**config.mk**
```make
export PLATFORM = sky130hd
export DESIGN_NAME = adder_arb
export DESIGN_NICKNAME = d
export VERILOG_FILES = /design/src/rtl/adder_arb.sv
export SDC_FILE = /design/constraint.sdc
export NUM_CORES = 1
export LEC_CHECK = 0
export ABC_AREA = 1
export CAP_MARGIN = 15
export CORE_MARGIN = 8
export CORE_UTILIZATION = 65
export CTS_CLUSTER_DIAMETER = 50
export CTS_CLUSTER_SIZE = 14
export DETAILED_ROUTE_END_ITERATION = 8
export DONT_BUFFER_PORTS = 1
export GPL_TIMING_DRIVEN = 0
export PLACE_DENSITY = 0.81
export SLEW_MARGIN = 5
export SYNTH_ARGS = -nofsm -noshare
export SYNTH_HDL_FRONTEND = slang
export SYNTH_SLANG_ARGS = --single-unit
```
**constraint.sdc**
```tcl
create_clock -name clk -period 3 [get_ports clk]
set_clock_uncertainty 0.15 [all_clocks]
set_input_delay 0 -clock clk [delete_from_list [all_inputs] [get_ports clk]]
set_output_delay 0 -clock clk [all_outputs]
set_load 0.005 [all_outputs]
```
**src/rtl/adder_arb.sv**
```systemverilog
// Round-robin front end for a shared 2-input adder.
// In-order tag FIFO routes each result back to its requester.
module adder_arb #(
  parameter int BITS    = 17,
  parameter int NUM_REQ = 4,
  parameter int MAX_OUT = 4
) (
  input  logic                    clk,
  input  logic                    rst,
  input  logic [NUM_REQ-1:0]      req_valid,
  output logic [NUM_REQ-1:0]      req_ready,
  input  logic [NUM_REQ*BITS-1:0] req_a,
  input  logic [NUM_REQ*BITS-1:0] req_b,
  output logic                    add_valid,
  output logic [BITS-1:0]         add_a,
  output logic [BITS-1:0]         add_b,
  input  logic                    add_valid_out,
  input  logic [BITS-1:0]         add_o,
  output logic [NUM_REQ-1:0]      rsp_valid,
  output logic [BITS-1:0]         rsp_data,
  output logic                    err
);

  localparam int IW = $clog2(NUM_REQ);
  localparam int PW = (MAX_OUT > 1) ? $clog2(MAX_OUT) : 1;
  localparam int CW = $clog2(MAX_OUT + 1);
  localparam logic [CW-1:0] FULL = CW'(MAX_OUT);
  localparam logic [PW-1:0] LAST = PW'(MAX_OUT - 1);

  logic [IW-1:0] last_grant;
  logic [IW-1:0] grant_idx;
  logic [IW-1:0] cand;
  logic          grant_ok;

  logic [IW-1:0] tag_mem [MAX_OUT];
  logic [PW-1:0] wr_ptr;
  logic [PW-1:0] rd_ptr;
  logic [CW-1:0] count;
  logic          push;
  logic          pop;

  // Search for the first valid requester after the last grant
  always_comb begin
    grant_ok  = 1'b0;
    grant_idx = '0;
    cand      = '0;
    for (int k = 1; k <= NUM_REQ; k++) begin
      cand = IW'((int'(last_grant) + k) % NUM_REQ);
      if (!grant_ok && req_valid[cand]) begin
        grant_ok  = 1'b1;
        grant_idx = cand;
      end
    end
  end

  // Grant only when a tag slot is free; a same-cycle pop does not count
  always_comb begin
    req_ready = '0;
    if (!rst && grant_ok && count != FULL)
      req_ready = NUM_REQ'(1) << grant_idx;
  end

  // Handshake and result routing
  always_comb begin
    push      = |(req_valid & req_ready);
    pop       = !rst && add_valid_out && (count != '0);
    rsp_valid = '0;
    if (pop)
      rsp_valid = NUM_REQ'(1) << tag_mem[rd_ptr];
    rsp_data  = add_o;
  end

  // Issue register toward the adder and round-robin pointer
  always_ff @(posedge clk) begin
    if (rst) begin
      add_valid  <= 1'b0;
      add_a      <= '0;
      add_b      <= '0;
      last_grant <= IW'(NUM_REQ - 1);
    end else begin
      add_valid <= push;
      if (push) begin
        add_a      <= req_a[grant_idx*BITS +: BITS];
        add_b      <= req_b[grant_idx*BITS +: BITS];
        last_grant <= grant_idx;
      end
    end
  end

  // Tag storage; contents are don't-care while empty
  always_ff @(posedge clk) begin
    if (push)
      tag_mem[wr_ptr] <= grant_idx;
  end

  // Tag FIFO pointers and occupancy
  always_ff @(posedge clk) begin
    if (rst) begin
      wr_ptr <= '0;
      rd_ptr <= '0;
      count  <= '0;
    end else begin
      if (push)
        wr_ptr <= (wr_ptr == LAST) ? '0 : wr_ptr + PW'(1);
      if (pop)
        rd_ptr <= (rd_ptr == LAST) ? '0 : rd_ptr + PW'(1);
      case ({push, pop})
        2'b10:   count <= count + CW'(1);
        2'b01:   count <= count - CW'(1);
        default: count <= count;
      endcase
    end
  end

  // Sticky flag for a result with no owner
  always_ff @(posedge clk) begin
    if (rst)
      err <= 1'b0;
    else if (add_valid_out && count == '0)
      err <= 1'b1;
  end

endmodule

```
==> results of run 1 <==
## what timing repair did
action,CTS
endpoints found under the setup margin,0
hold buffers,154
endpoints found under the hold margin,56
## cells by family after synthesis
logic type,after synthesis
simple gates,419
buf+inv,190
compound gates,24
flops,55
fa+ha+maj,7
## metrics by stage
step	setup slack, ps	util [%]	cells
after floorplan	478	-	695
after global placement	261	69.2	772
after detailed placement	159	69.2	772
after CTS	143	95.1	934
## layer usage
metal  global-route usage [%]  GRT overflow
met5                     10.4             0
met1                     62.5             0
met3                     57.2             0
met4                     65.4             1
met2                     81.2             1
==> qor.yml, run 1 <==
die_x_um: 97.5
repair-timing-grt-worst-ep: "add_b[5]$_SDFFE_PP0P_/D"
overflow: 2
synth.yosys.warnings: 0
post_synth_main_area_contributors: "sky130_fd_sc_hd__dfxtp_1 22%, sky130_fd_sc_hd__nand3_1 14%, sky130_fd_sc_hd__nand2_1 12%"
number_of_synthesized_flops_with_an_enable_pin: 8
initial_utilization_pct: 67.7
placement.io_buffers: 0
die-height_um: 97.5
antenna_found_initial: 9
worst-ep-kind: "register input"
synth_flop_cell: "sky130_fd_sc_hd__dfxtp_1"
synth_area_in_compound_gates_pct: 3.30
floorplan.io_pins: 221
post_synthesis_simple_gate_area_fraction_pct: 46.8
cts_setup_buffers: 0
yosysSeqAreaShare_pct: 27.3
adder_and_majority_gate_portion_of_the_synthesized_area_pct: 2.20
synth.largest_area_cell: "sky130_fd_sc_hd__dfxtp_1"
synth_largest_type_area_fraction_pct: 21.8
muxShareOfSynthArea_pct: 0
synth_cell_types: 33
run_status: "did not finish"
postSynthAreaPerCell_um2: 6.22
combinational_family_with_the_most_area_after_synthesis: "simple AND/OR/NAND/NOR gates"
syn-num-nets: 862
asyncSetResetFlopFracSynth_pct: 0
synth_common_cells: "133 x sky130_fd_sc_hd__nand2_1, 127 x sky130_fd_sc_hd__inv_1, 124 x sky130_fd_sc_hd__nand3_1"
cts.sink_count: 55
gp_congestion: 0.849
dpl_hpwl_um: 10500
synthMostInstantiatedCell: "sky130_fd_sc_hd__nand2_1"
root_buffer: "sky130_fd_sc_hd__clkbuf_8"
post_cts_resized: 0
cts-buffers-inserted: 5
placedInstanceArea_um2: 4420
stop_stage: "5_1_grt"
htree_levels: 2
syn-cell-area_um2: 4320
syn-instance-count: 695
largest_net_degree_at_the_start_of_global_routing: 19
error_line: "[ERROR GRT-0232] Routing congestion too high. Check the congestion heatmap in the GUI."
max-clock-path-buffers: 2
ys_ff_latch: 55
core.rowCount: 29
synth_xor_xnor_area_share_pct: 0
grtUsageTotal_pct: 65.7
==> inputs of run 2 (changes only) <==
--- a/config.mk
+++ b/config.mk
@@ -8,13 +8,11 @@
 export ABC_AREA = 1
 export CAP_MARGIN = 15
 export CORE_MARGIN = 8
-export CORE_UTILIZATION = 65
-export CTS_CLUSTER_DIAMETER = 50
-export CTS_CLUSTER_SIZE = 14
+export CORE_UTILIZATION = 40
 export DETAILED_ROUTE_END_ITERATION = 8
 export DONT_BUFFER_PORTS = 1
 export GPL_TIMING_DRIVEN = 0
-export PLACE_DENSITY = 0.81
+export PLACE_DENSITY_LB_ADDON = 0.15
 export SLEW_MARGIN = 5
 export SYNTH_ARGS = -nofsm -noshare
 export SYNTH_HDL_FRONTEND = slang
==> run 2 against run 1 <==
  * The flow now finishes, with violations (negative hold slack)
  * Synthesized cell count did not move
  * Area after synthesis did not move
==> qor.yml, run 2 <==
largestRegisters: "add_a: 17 flops, add_b: 17 flops, tag_mem: 8 flops"
grt_pass1_wl_um: 26600
combinational_family_with_the_most_area_after_synthesis: "simple AND/OR/NAND/NOR gates"
syn-instance-count: 695  # unchanged
ir_worst_vdd_uv: 371
cp_common_cell: "sky130_fd_sc_hd__nand3_1"
tritoncts: "built"
max_cap_violations: 0
grtUsageTotal_pct: 22.8
synth_largest_type_area_fraction_pct: 21.8  # unchanged
mostFrequentLayoutCell: "sky130_fd_sc_hd__dlygate4sd3_1"
synth_xor_xnor_area_share_pct: 0  # unchanged
drt_drc_violations_left: 0
finalSetupViolations: 0
cpPeakStageDelay_ps: 550
post_layout_min_period_ps: 2830
root_buffer: "sky130_fd_sc_hd__clkbuf_8"
die-height_um: 120  # +23%
netSwitchingFraction_pct: 43.7
crit_path_max_fanout: 10
seq_power_share_pct: 24.2
postSynthAreaPerCell_um2: 6.22  # unchanged
power.internal_mw: 2.47
finalSetupTns_ps: 0
synthMostInstantiatedCell: "sky130_fd_sc_hd__nand2_1"
drtPass1Iterations: 7
failed_checks: "negative hold slack"
ratio_of_total_power_to_cell_area_nw_per_um2: 716
number_of_synthesized_flops_with_an_enable_pin: 8  # unchanged
drt.antenna.violating_nets: 0
synth.largest_area_cell: "sky130_fd_sc_hd__dfxtp_1"
asyncSetResetFlopFracSynth_pct: 0  # unchanged
final_core_utilization_pct: 57.3
syn-num-nets: 862  # unchanged
timing.critical_path.slowest_stage_cell: "sky130_fd_sc_hd__dlygate4sd3_1"
post_synthesis_simple_gate_area_fraction_pct: 46.8  # unchanged
wire_length_per_cell_um: 17.0
report.final.hold_viol_count: 1
final-max-slew-violation-count: 0
ys_ff_latch: 55  # unchanged
critPathTopFamily: "buffers and inverters"
route.vias.total: 5111
dpl_hpwl_um: 11700  # +11%
report.power.total_mw: 4.39
post_synth_main_area_contributors: "sky130_fd_sc_hd__dfxtp_1 22%, sky130_fd_sc_hd__nand3_1 14%, sky130_fd_sc_hd__nand2_1 12%"
antenna_found_initial: 1
cts-buffers-inserted: 5  # unchanged
cp_num_buf_inv: 5
max_freq_mhz: 354
combinationalPowerShare_pct: 64.5
largest_net_degree_at_the_start_of_global_routing: 18
vias_in_the_first_global_route: 5446
cts.sink_count: 55  # unchanged
critPathKind: "flop to flop"
worstHoldPathType: "input port to flop"
slew_headroom_pct: 64.7
grt_setup_unrepaired: "no"
synth_flop_cell: "sky130_fd_sc_hd__dfxtp_1"
synth_common_cells: "133 x sky130_fd_sc_hd__nand2_1, 127 x sky130_fd_sc_hd__inv_1, 124 x sky130_fd_sc_hd__nand3_1"
timing.final.ws_setup_ps: 174
clk_transition_reported_paths_ps: 110
floorplan.io_pins: 221  # unchanged
worst_ep_required_time_ps: 3100
fin_crit_sh_pct: 94.2
gp_congestion: 0.847  # -0.26%
viasPerCell: 5.14
detailedPlace.worstSlack_ps: 157  # -1.96 ps
tightestPinTransition_ps: 530
clk_latency_ps: 330
area.sequential_um2: 1180
share_clk_of_total_power_pct: 11.3
muxShareOfSynthArea_pct: 0  # unchanged
multi_input_comb_area_um2: 2260
drt_first_iter_violations: 266
synth_area_in_compound_gates_pct: 3.30  # unchanged
layout.cells.most_common_list: "151 x sky130_fd_sc_hd__dlygate4sd3_1, 133 x sky130_fd_sc_hd__nand2_1, 127 x sky130_fd_sc_hd__inv_1"
overflow: 0
area_growth_pct: 41.7
syn-cell-area_um2: 4320  # unchanged
start_kind: "flop"
initial_utilization_pct: 40.4  # -27 points
die_x_um: 120  # +23%
yosysSeqAreaShare_pct: 27.3  # unchanged
leakage_power_summed_over_all_cells_nw: 3.05
p_switching_mw: 1.92
nNetsFinal: 1020
core.rowCount: 38  # +31%
adder_and_majority_gate_portion_of_the_synthesized_area_pct: 2.20  # unchanged
synth.yosys.warnings: 0  # unchanged
max-clock-path-buffers: 2  # unchanged
cts_setup_buffers: 0  # unchanged
cp-end-kind: "flop"
core_region_area_um2: 10700
critical_path.cell_chain: "buf_6 > inv_4 > nand2_2 > nand3_1 > nand2_2 > and2_4 > nand3_4 > clkbuf_1 > nand3b_1 > nand3_1 > dlygate4sd3_1 > nand3_1 > nand2_1 > inv_1"
final.hold.worst_slack_ps: -3.42
wirelength_um: 16900
run_status: "finished, violations left"
drive_gt1_share_pct: 10.2
die_footprint_um2: 14400
htree_levels: 2  # unchanged
fillers: 975
placement.io_buffers: 0  # unchanged
crit_arrival_ps: 2920
synth_cell_types: 33  # unchanged
## run 2: cell counts after synthesis
No cell type changed its count.
## run 2: cell type report
type,instances,area share (%)
Clock buffer,6,1.53
Timing Repair Buffer,151,24.7
Clock inverter,2,0.225
Antenna cell,1,0.0409
Multi-Input combinational cell,450,36.9
Sequential cell,55,19.3
Tap cell,140,2.86
Inverter,131,8.07
Buffer,59,6.37
## run 2: repair_timing
item,CTS,global route
setup endpoints to repair,0,5
gates resized for setup,0,5
hold buffers,151,0
hold endpoints to repair,56,0
## run 2: cell families (layout without fill, tap and decap cells)
family,Yosys count,count (layout)
compound gates,24,24
simple gates,419,419
flops,55,55
buf+inv,190,349
other cells,0,1
fa+ha+maj,7,7
## run 2: power by group through the flow
stage          clock, mW  sequential (mW)  combinational (mW)
2_1_floorplan          0             1.03                1.57
3_5_place_dp           0             1.08                2.06
4_1_cts            0.504             1.07                2.75
5_1_grt            0.536             1.08                3.12
6_report           0.496             1.06                2.83
3_3_place_gp           0             1.08                2.02
## run 2: path summary, 6_finish.rpt
check	start	endpoint	slack, ps	depth (start not counted)
setup / recovery	last_grant[0]$_SDFFE_PP1P_	add_a[7]$_SDFFE_PP0P_	170	14
hold / removal	req_b[11]	add_b[11]$_SDFFE_PP0P_	-3	5
setup reg to reg	last_grant[0]$_SDFFE_PP1P_	add_a[7]$_SDFFE_PP0P_	170	14
hold reg to reg	err$_SDFFE_PP0P_	err$_SDFFE_PP0P_	340	2
## run 2: layer usage
layer / vias up / share of wire (%) / track usage, %
met5: - / 0 / 0
met4: 0 / 3.8 / 11.2
met3: 56 / 7.6 / 6.48
met2: 247 / 51 / 40.9
met1: 2363 / 38 / 24.2
li1: 2445 / - / -
## run 2: stage by stage
stage | hold slack, ps | area [um2] | cells
2_1_floorplan | -69.2 | 4320 | 695
3_3_place_gp | -64.3 | 4500 | 835
3_5_place_dp | -65.5 | 4500 | 835
4_1_cts | 3.15 | 6120 | 994
5_1_grt | 27.6 | 6120 | 995
6_report | -3.42 | 6120 | 995
## run 2: worst min-delay path, stage by stage
cell,delay [ps]
sky130_fd_sc_hd__nand3b_1,100
sky130_fd_sc_hd__nand3_1,150
sky130_fd_sc_hd__nand3_1,120
sky130_fd_sc_hd__nand2_1,50
sky130_fd_sc_hd__inv_1,40
No activity file was read; power rests on OpenSTA's default activity.
==> inputs of run 3 (changes only) <==
--- a/config.mk
+++ b/config.mk
@@ -12,7 +12,9 @@
 export DETAILED_ROUTE_END_ITERATION = 8
 export DONT_BUFFER_PORTS = 1
 export GPL_TIMING_DRIVEN = 0
+export MAX_ROUTING_LAYER = met4
 export PLACE_DENSITY_LB_ADDON = 0.15
+export SETUP_SLACK_MARGIN = 0.3
 export SLEW_MARGIN = 5
 export SYNTH_ARGS = -nofsm -noshare
 export SYNTH_HDL_FRONTEND = slang
==> run 3 against run 2 <==
  * Non-clock buffer count rose by 7
  * Clock power barely moved
  * The flow still finishes with violations (negative hold slack)
  * Utilization rose by 0.81 points
  * Maximum frequency rose by 10%
  * Design area rose by 1.4%
  * Register-to-register slack improved by 260 ps
  * Sequential power barely moved
  * Power fell by 8.5%
  * Combinational power fell by 13%
  * Setup slack improved by 260 ps
==> qor.yml, run 3 (same netlist as run 2, synthesis figures left out) <==
floorplan.io_pins: 221  # unchanged
start_kind: "flop"
ratio_of_total_power_to_cell_area_nw_per_um2: 646  # -9.8%
hold_path_startpoint: "req_b[11]"
tritoncts: "built"
run_status: "finished, violations left"
route.vias.total: 5102  # -0.18%
largestRegisters: "add_a: 17 flops, add_b: 17 flops, tag_mem: 8 flops"
report.final.hold_viol_count: 2  # +1
die-height_um: 120  # unchanged
r2r-end: "count[2]$_SDFFE_PP0P_"
seq_power_share_pct: 26.5  # +2.3 points
cts.sink_count: 55  # unchanged
failed_checks: "negative hold slack"
cts-buffers-inserted: 5  # unchanged
tightestPinTransition_ps: 533  # +3.19 ps
viasPerCell: 5.10  # -0.77%
core.rowCount: 38  # unchanged
ff2ff_path_depth: 16  # +2
worst_ep_required_time_ps: 3080  # -20 ps
final.hold.worst_slack_ps: -18.6  # -15.2 ps
cp-end-kind: "flop"
dpl_hpwl_um: 11700  # unchanged
cp-endpoint: "count[2]$_SDFFE_PP0P_"
wirelength_um: 17200  # +2.0%
power.internal_mw: 2.14  # -13%
report.power.total_mw: 4.01  # -8.5%
finalSetupTns_ps: 0  # unchanged
leakage_power_summed_over_all_cells_nw: 3.16  # +3.6%
r2r_setup_slack_ps: 440  # +260 ps
max-clock-path-buffers: 2  # unchanged
critical_path.reg2reg.startpoint: "last_grant[0]$_SDFFE_PP1P_"
largest_net_degree_at_the_start_of_global_routing: 18  # unchanged
share_clk_of_total_power_pct: 12.4  # +1.1 points
min_delay_path_depth: 5  # unchanged
die_footprint_um2: 14400  # unchanged
combinationalPowerShare_pct: 61.1  # -3.4 points
grt_pass1_wl_um: 27000  # +1.7%
final-max-slew-violation-count: 0  # unchanged
clk_transition_reported_paths_ps: 110  # about the same
wire_length_per_cell_um: 17.2  # +1.4%
fillers: 935  # -4.1%
gp_congestion: 0.860  # +1.6%
die_x_um: 120  # unchanged
initial_utilization_pct: 40.4  # unchanged
critPathKind: "flop to flop"
nNetsFinal: 1027  # +0.69%
worstHoldPathType: "input port to flop"
netSwitchingFraction_pct: 46.6  # +2.9 points
drtPass1Iterations: 6  # -1
drt.antenna.violating_nets: 0  # unchanged
p_switching_mw: 1.87  # -2.5%
max_cap_violations: 0  # unchanged
layout.cells.most_common_list: "151 x sky130_fd_sc_hd__dlygate4sd3_1, 132 x sky130_fd_sc_hd__nand2_1, 127 x sky130_fd_sc_hd__inv_1"
setup.worst_path.start: "last_grant[0]$_SDFFE_PP1P_"
vias_in_the_first_global_route: 5373  # -1.3%
crit_path_max_fanout: 10  # unchanged
drt_first_iter_violations: 366  # +38%
grtUsageTotal_pct: 24.0  # +1.2 points
slew_headroom_pct: 64.4  # -0.21 points
drt_drc_violations_left: 0  # unchanged
crit_arrival_ps: 2640  # -280 ps
diodes: 0  # -1
post_layout_min_period_ps: 2560  # -264 ps
antenna_found_initial: 0  # -1
grt_setup_unrepaired: "no"
fin_crit_sh_pct: 85.4  # -8.8 points
finalSetupViolations: 0  # unchanged
overflow: 0  # unchanged
mostFrequentLayoutCell: "sky130_fd_sc_hd__dlygate4sd3_1"
area_growth_pct: 43.7
drive_gt1_share_pct: 11.0  # +0.85 points
root_buffer: "sky130_fd_sc_hd__clkbuf_8"
clk_latency_ps: 330  # about the same
ir_worst_vdd_uv: 321  # -13%
placement.io_buffers: 0  # unchanged
htree_levels: 2  # unchanged
max_freq_mhz: 390  # +10%
core_region_area_um2: 10700  # unchanged
[run 3: per-stage QoR]
step           instance area (um2)  utilization, %  std cells  worst slack (ps)
2_1_floorplan                 4320               -        695               478
3_3_place_gp                  4500            42.0        835               237
3_5_place_dp                  4500            42.0        835               157
4_1_cts                       6130            57.3        995               340
5_1_grt                       6210            58.1       1001               297
6_report                      6210            58.1       1001               438
[run 3: layer usage]
layer | global-route usage [%] | part of all wire, % | vias up
met2 | 40.8 | 50 | 290
li1 | - | - | 2458
met5 | - | 0 | -
met4 | 10.8 | 3.1 | 0
met3 | 5.03 | 8.3 | 54
met1 | 26.6 | 39 | 2300
[run 3: worst min path at each step]
stage | to
after floorplan | rsp_data[0]
after global placement | rsp_data[7]
after detailed placement | rsp_data[9]
after CTS | add_b[11]$_SDFFE_PP0P_
after global routing | add_b[15]$_SDFFE_PP0P_
final | add_b[11]$_SDFFE_PP0P_
[run 3: power by group through the flow]
stage | Combinational (mW) | Clock, mW | Sequential [mW]
2_1_floorplan | 1.57 | 0 | 1.03
3_3_place_gp | 2.02 | 0 | 1.08
3_5_place_dp | 2.06 | 0 | 1.08
4_1_cts | 2.33 | 0.504 | 1.07
5_1_grt | 2.72 | 0.536 | 1.08
6_report | 2.45 | 0.496 | 1.07
[run 3: layout make-up]
| type | instances | area (um2) | share of cell area, % |
|---|---|---|---|
| Buffer | 59 | 412 | 6.63 |
| Tap cell | 140 | 175 | 2.82 |
| Clock inverter | 2 | 13.8 | 0.222 |
| Multi-Input combinational cell | 450 | 2280 | 36.7 |
| Sequential cell | 55 | 1180 | 19.0 |
| Inverter | 131 | 494 | 7.96 |
| Clock buffer | 6 | 93.8 | 1.51 |
| Timing Repair Buffer | 158 | 1560 | 25.1 |
[run 3: what timing repair did]
action                                  4_1_cts  5_1_grt
endpoints found under the setup margin        2       11
hold endpoints to repair                     56        0
pin swaps                                     0        2
gates cloned                                  0        1
setup buffers                                 1        5
hold buffers                                151        0
gates resized for setup                       3       13
[run 3: worst max-delay path, cell delays in order (launching register included)]
cell	delay [ps]
sky130_fd_sc_hd__dfxtp_2	350
sky130_fd_sc_hd__buf_6	110
sky130_fd_sc_hd__inv_4	60
sky130_fd_sc_hd__nand2_2	80
sky130_fd_sc_hd__nand3_1	90
sky130_fd_sc_hd__nand2_2	120
sky130_fd_sc_hd__and2_4	180
sky130_fd_sc_hd__nand3_1	80
sky130_fd_sc_hd__nand2_2	80
sky130_fd_sc_hd__buf_6	140
sky130_fd_sc_hd__ha_1	150
sky130_fd_sc_hd__inv_1	70
sky130_fd_sc_hd__fa_1	380
sky130_fd_sc_hd__a21oi_1	150
sky130_fd_sc_hd__o21ai_1	100
sky130_fd_sc_hd__o21ai_1	120
sky130_fd_sc_hd__a21oi_1	50
==> inputs of run 4 (changes only) <==
--- a/config.mk
+++ b/config.mk
@@ -7,13 +7,13 @@
 export LEC_CHECK = 0
 export ABC_AREA = 1
 export CAP_MARGIN = 15
-export CORE_MARGIN = 8
 export CORE_UTILIZATION = 40
 export DETAILED_ROUTE_END_ITERATION = 8
 export DONT_BUFFER_PORTS = 1
 export GPL_TIMING_DRIVEN = 0
 export MAX_ROUTING_LAYER = met4
 export PLACE_DENSITY_LB_ADDON = 0.15
+export RECOVER_POWER = 100
 export SETUP_SLACK_MARGIN = 0.3
 export SLEW_MARGIN = 5
 export SYNTH_ARGS = -nofsm -noshare
==> run 4 against run 3 <==
  * Design area rose by 2.6%
  * Register-to-register slack got worse by 160 ps
  * Largest power group unchanged
  * The run still ends with negative hold slack left
  * Routed wire length fell by 11%
==> qor.yml, run 4 (same netlist as run 2, synthesis figures left out) <==
run_status: "finished, violations left"
failed_checks: "negative hold slack"
report.power.total_mw: 4.41  # +9.9%
final_cells: 1002  # +0.10%
max_cap_violations: 0  # unchanged
p_switching_mw: 1.91  # +2.3%
nNetsFinal: 1032  # +0.49%
combinationalPowerShare_pct: 65.5  # +4.4 points
final_core_utilization_pct: 61.2  # +3.1 points
die_footprint_um2: 11200  # -22%
max-clock-path-buffers: 2  # unchanged
drt.antenna.violating_nets: 0  # unchanged
placement.io_buffers: 0  # unchanged
area.sequential_um2: 1180  # +0.11%
fin_crit_sh_pct: 90.6  # +5.2 points
power.internal_mw: 2.50  # +17%
detailedPlace.worstSlack_ps: 205  # +48.4 ps
clk_transition_reported_paths_ps: 120  # about the same
drt_drc_violations_left: 0  # unchanged
critPathKind: "flop to flop"
slew_headroom_pct: 65.1  # +0.62 points
die_x_um: 106  # -12%
gp_congestion: 0.902  # +4.8%
vias_in_the_first_global_route: 5032  # -6.3%
max_freq_mhz: 368  # -5.8%
diodes: 0  # unchanged
initial_utilization_pct: 41.5  # +1.1 points
overflow: 0  # unchanged
tightestPinTransition_ps: 524  # -9.26 ps
grt_setup_unrepaired: "yes"
start_kind: "flop"
wirelength_um: 15300  # -11%
dpl_hpwl_um: 10100  # -14%
cts.sink_count: 55  # unchanged
drive_gt1_share_pct: 11.2  # +0.17 points
route.vias.total: 5043  # -1.2%
ir_worst_vdd_uv: 385  # +20%
post_layout_min_period_ps: 2720  # +157 ps
tritoncts: "built"
largest_net_degree_at_the_start_of_global_routing: 21  # +3
finalSetupViolations: 0  # unchanged
final.hold.worst_slack_ps: -46.3  # -27.7 ps
leakage_power_summed_over_all_cells_nw: 3.19  # +0.93%
root_buffer: "sky130_fd_sc_hd__clkbuf_8"
htree_levels: 2  # unchanged
timing.final.ws_setup_ps: 281  # -157 ps
fillers: 937  # +0.21%
core_region_area_um2: 10400  # -2.6%
ratio_of_total_power_to_cell_area_nw_per_um2: 692  # +7.1%
worst_ep_required_time_ps: 3120  # +40 ps
grt_pass1_wl_um: 23500  # -13%
share_clk_of_total_power_pct: 10.5  # -1.9 points
largestRegisters: "add_a: 17 flops, add_b: 17 flops, tag_mem: 8 flops"
clk_latency_ps: 320  # about the same
finalSetupTns_ps: 0  # unchanged
multi_input_comb_area_um2: 2290  # +0.71%
crit_arrival_ps: 2830  # +190 ps
wire_length_per_cell_um: 15.2  # -12%
drtPass1Iterations: 5  # -1
layout.cells.most_common_list: "151 x sky130_fd_sc_hd__dlygate4sd3_1, 132 x sky130_fd_sc_hd__nand2_1, 127 x sky130_fd_sc_hd__inv_1"
cts-buffers-inserted: 5  # unchanged
dpl.cell_count: 831  # -0.48%
viasPerCell: 5.03  # -1.3%
netSwitchingFraction_pct: 43.3  # -3.2 points
core.rowCount: 37  # -2.6%
antenna_found_initial: 0  # unchanged
area_growth_pct: 47.4
floorplan.io_pins: 221  # unchanged
crit_path_max_fanout: 8  # -2
report.final.hold_viol_count: 1  # -1
die-height_um: 106  # -12%
cp-end-kind: "flop"
worstHoldPathType: "input port to flop"
grtUsageTotal_pct: 26.9  # +2.9 points
final-max-slew-violation-count: 0  # unchanged
drt_first_iter_violations: 390  # +6.6%
mostFrequentLayoutCell: "sky130_fd_sc_hd__dlygate4sd3_1"
seq_power_share_pct: 24.0  # -2.5 points
==> run 4: changes by cell type in the layout (fill, tap and decap cells not counted), moves of 3 or more <==
cell / previous run / this run
sky130_fd_sc_hd__clkbuf_4: 3 / 22
sky130_fd_sc_hd__buf_4: 26 / 11
sky130_fd_sc_hd__buf_2: 18 / 4
sky130_fd_sc_hd__buf_8: 0 / 5
sky130_fd_sc_hd__clkbuf_2: 0 / 3
==> run 4: final cells by class <==
cell class                 instances  share of cell area, %
clock inverter                     3                  0.530
clock buffer                       5                   1.08
inverter                         131                   7.80
sequential                        55                   18.6
buffer                            59                   7.60
timing repair buffer             163                   25.7
tap                              136                   2.67
multi-input combinational        450                   36.0
==> run 4: critical path: stages, from the launching register on <==
cell and delay, ps:
sky130_fd_sc_hd__dfxtp_2 360, sky130_fd_sc_hd__buf_6 130, sky130_fd_sc_hd__inv_6 50, sky130_fd_sc_hd__nand2_1 70, sky130_fd_sc_hd__nand2_2 80, sky130_fd_sc_hd__nand2_4 90, sky130_fd_sc_hd__nand2_2 70, sky130_fd_sc_hd__o21bai_1 230
sky130_fd_sc_hd__nand2_4 160, sky130_fd_sc_hd__clkbuf_1 160, sky130_fd_sc_hd__clkbuf_16 150, sky130_fd_sc_hd__nand3_1 70, sky130_fd_sc_hd__nand3_1 90, sky130_fd_sc_hd__dlygate4sd3_1 560, sky130_fd_sc_hd__nand3_1 80, sky130_fd_sc_hd__nand2_1 60
sky130_fd_sc_hd__nor2_1 100
==> run 4: repair_timing <==
action | 4_1_cts | 5_1_grt
hold buffers | 152 | 0
cloned | 0 | 3
hold endpoints to repair | 56 | 0
setup endpoints to repair | 1 | 26
pin swaps | 0 | 4
buffers inserted | 0 | 9
gates resized for setup | 3 | 61
==> run 4: final timing paths <==
check | from | endpoint | slack, ps | cells after the start
hold / removal | req_b[13] | add_b[13]$_SDFFE_PP0P_ | -50 | 6
setup / recovery | last_grant[0]$_SDFFE_PP1P_ | add_b[4]$_SDFFE_PP0P_ | 280 | 16
setup reg to reg | last_grant[0]$_SDFFE_PP1P_ | add_b[4]$_SDFFE_PP0P_ | 280 | 16
hold reg to reg | err$_SDFFE_PP0P_ | err$_SDFFE_PP0P_ | 330 | 2
==> run 4: layer usage <==
layer | vias up | part of all wire (%) | GRT usage, %
li1 | 2473 | - | -
met1 | 2295 | 40 | 29.9
met2 | 245 | 51 | 48.0
met3 | 30 | 7.1 | 4.84
met4 | 0 | 2.1 | 10.1
met5 | - | 0 | -
==> run 4: power by group through the flow <==
| stage | registers, mW | clock network (mW) | logic, mW |
|---|---|---|---|
| after global routing | 1.08 | 0.503 | 3.18 |
| after global placement | 1.07 | 0 | 1.98 |
| after CTS | 1.06 | 0.479 | 2.53 |
| after detailed placement | 1.07 | 0 | 2.02 |
| final | 1.06 | 0.462 | 2.89 |
| after floorplan | 1.03 | 0 | 1.57 |
==> run 4: stage by stage <==
stage          hold WS (ps)  cell area [um2]
2_1_floorplan         -69.2             4320
3_3_place_gp          -67.0             4490
3_5_place_dp          -67.5             4490
4_1_cts                39.3             6120
5_1_grt                36.7             6370
6_report              -46.3             6370
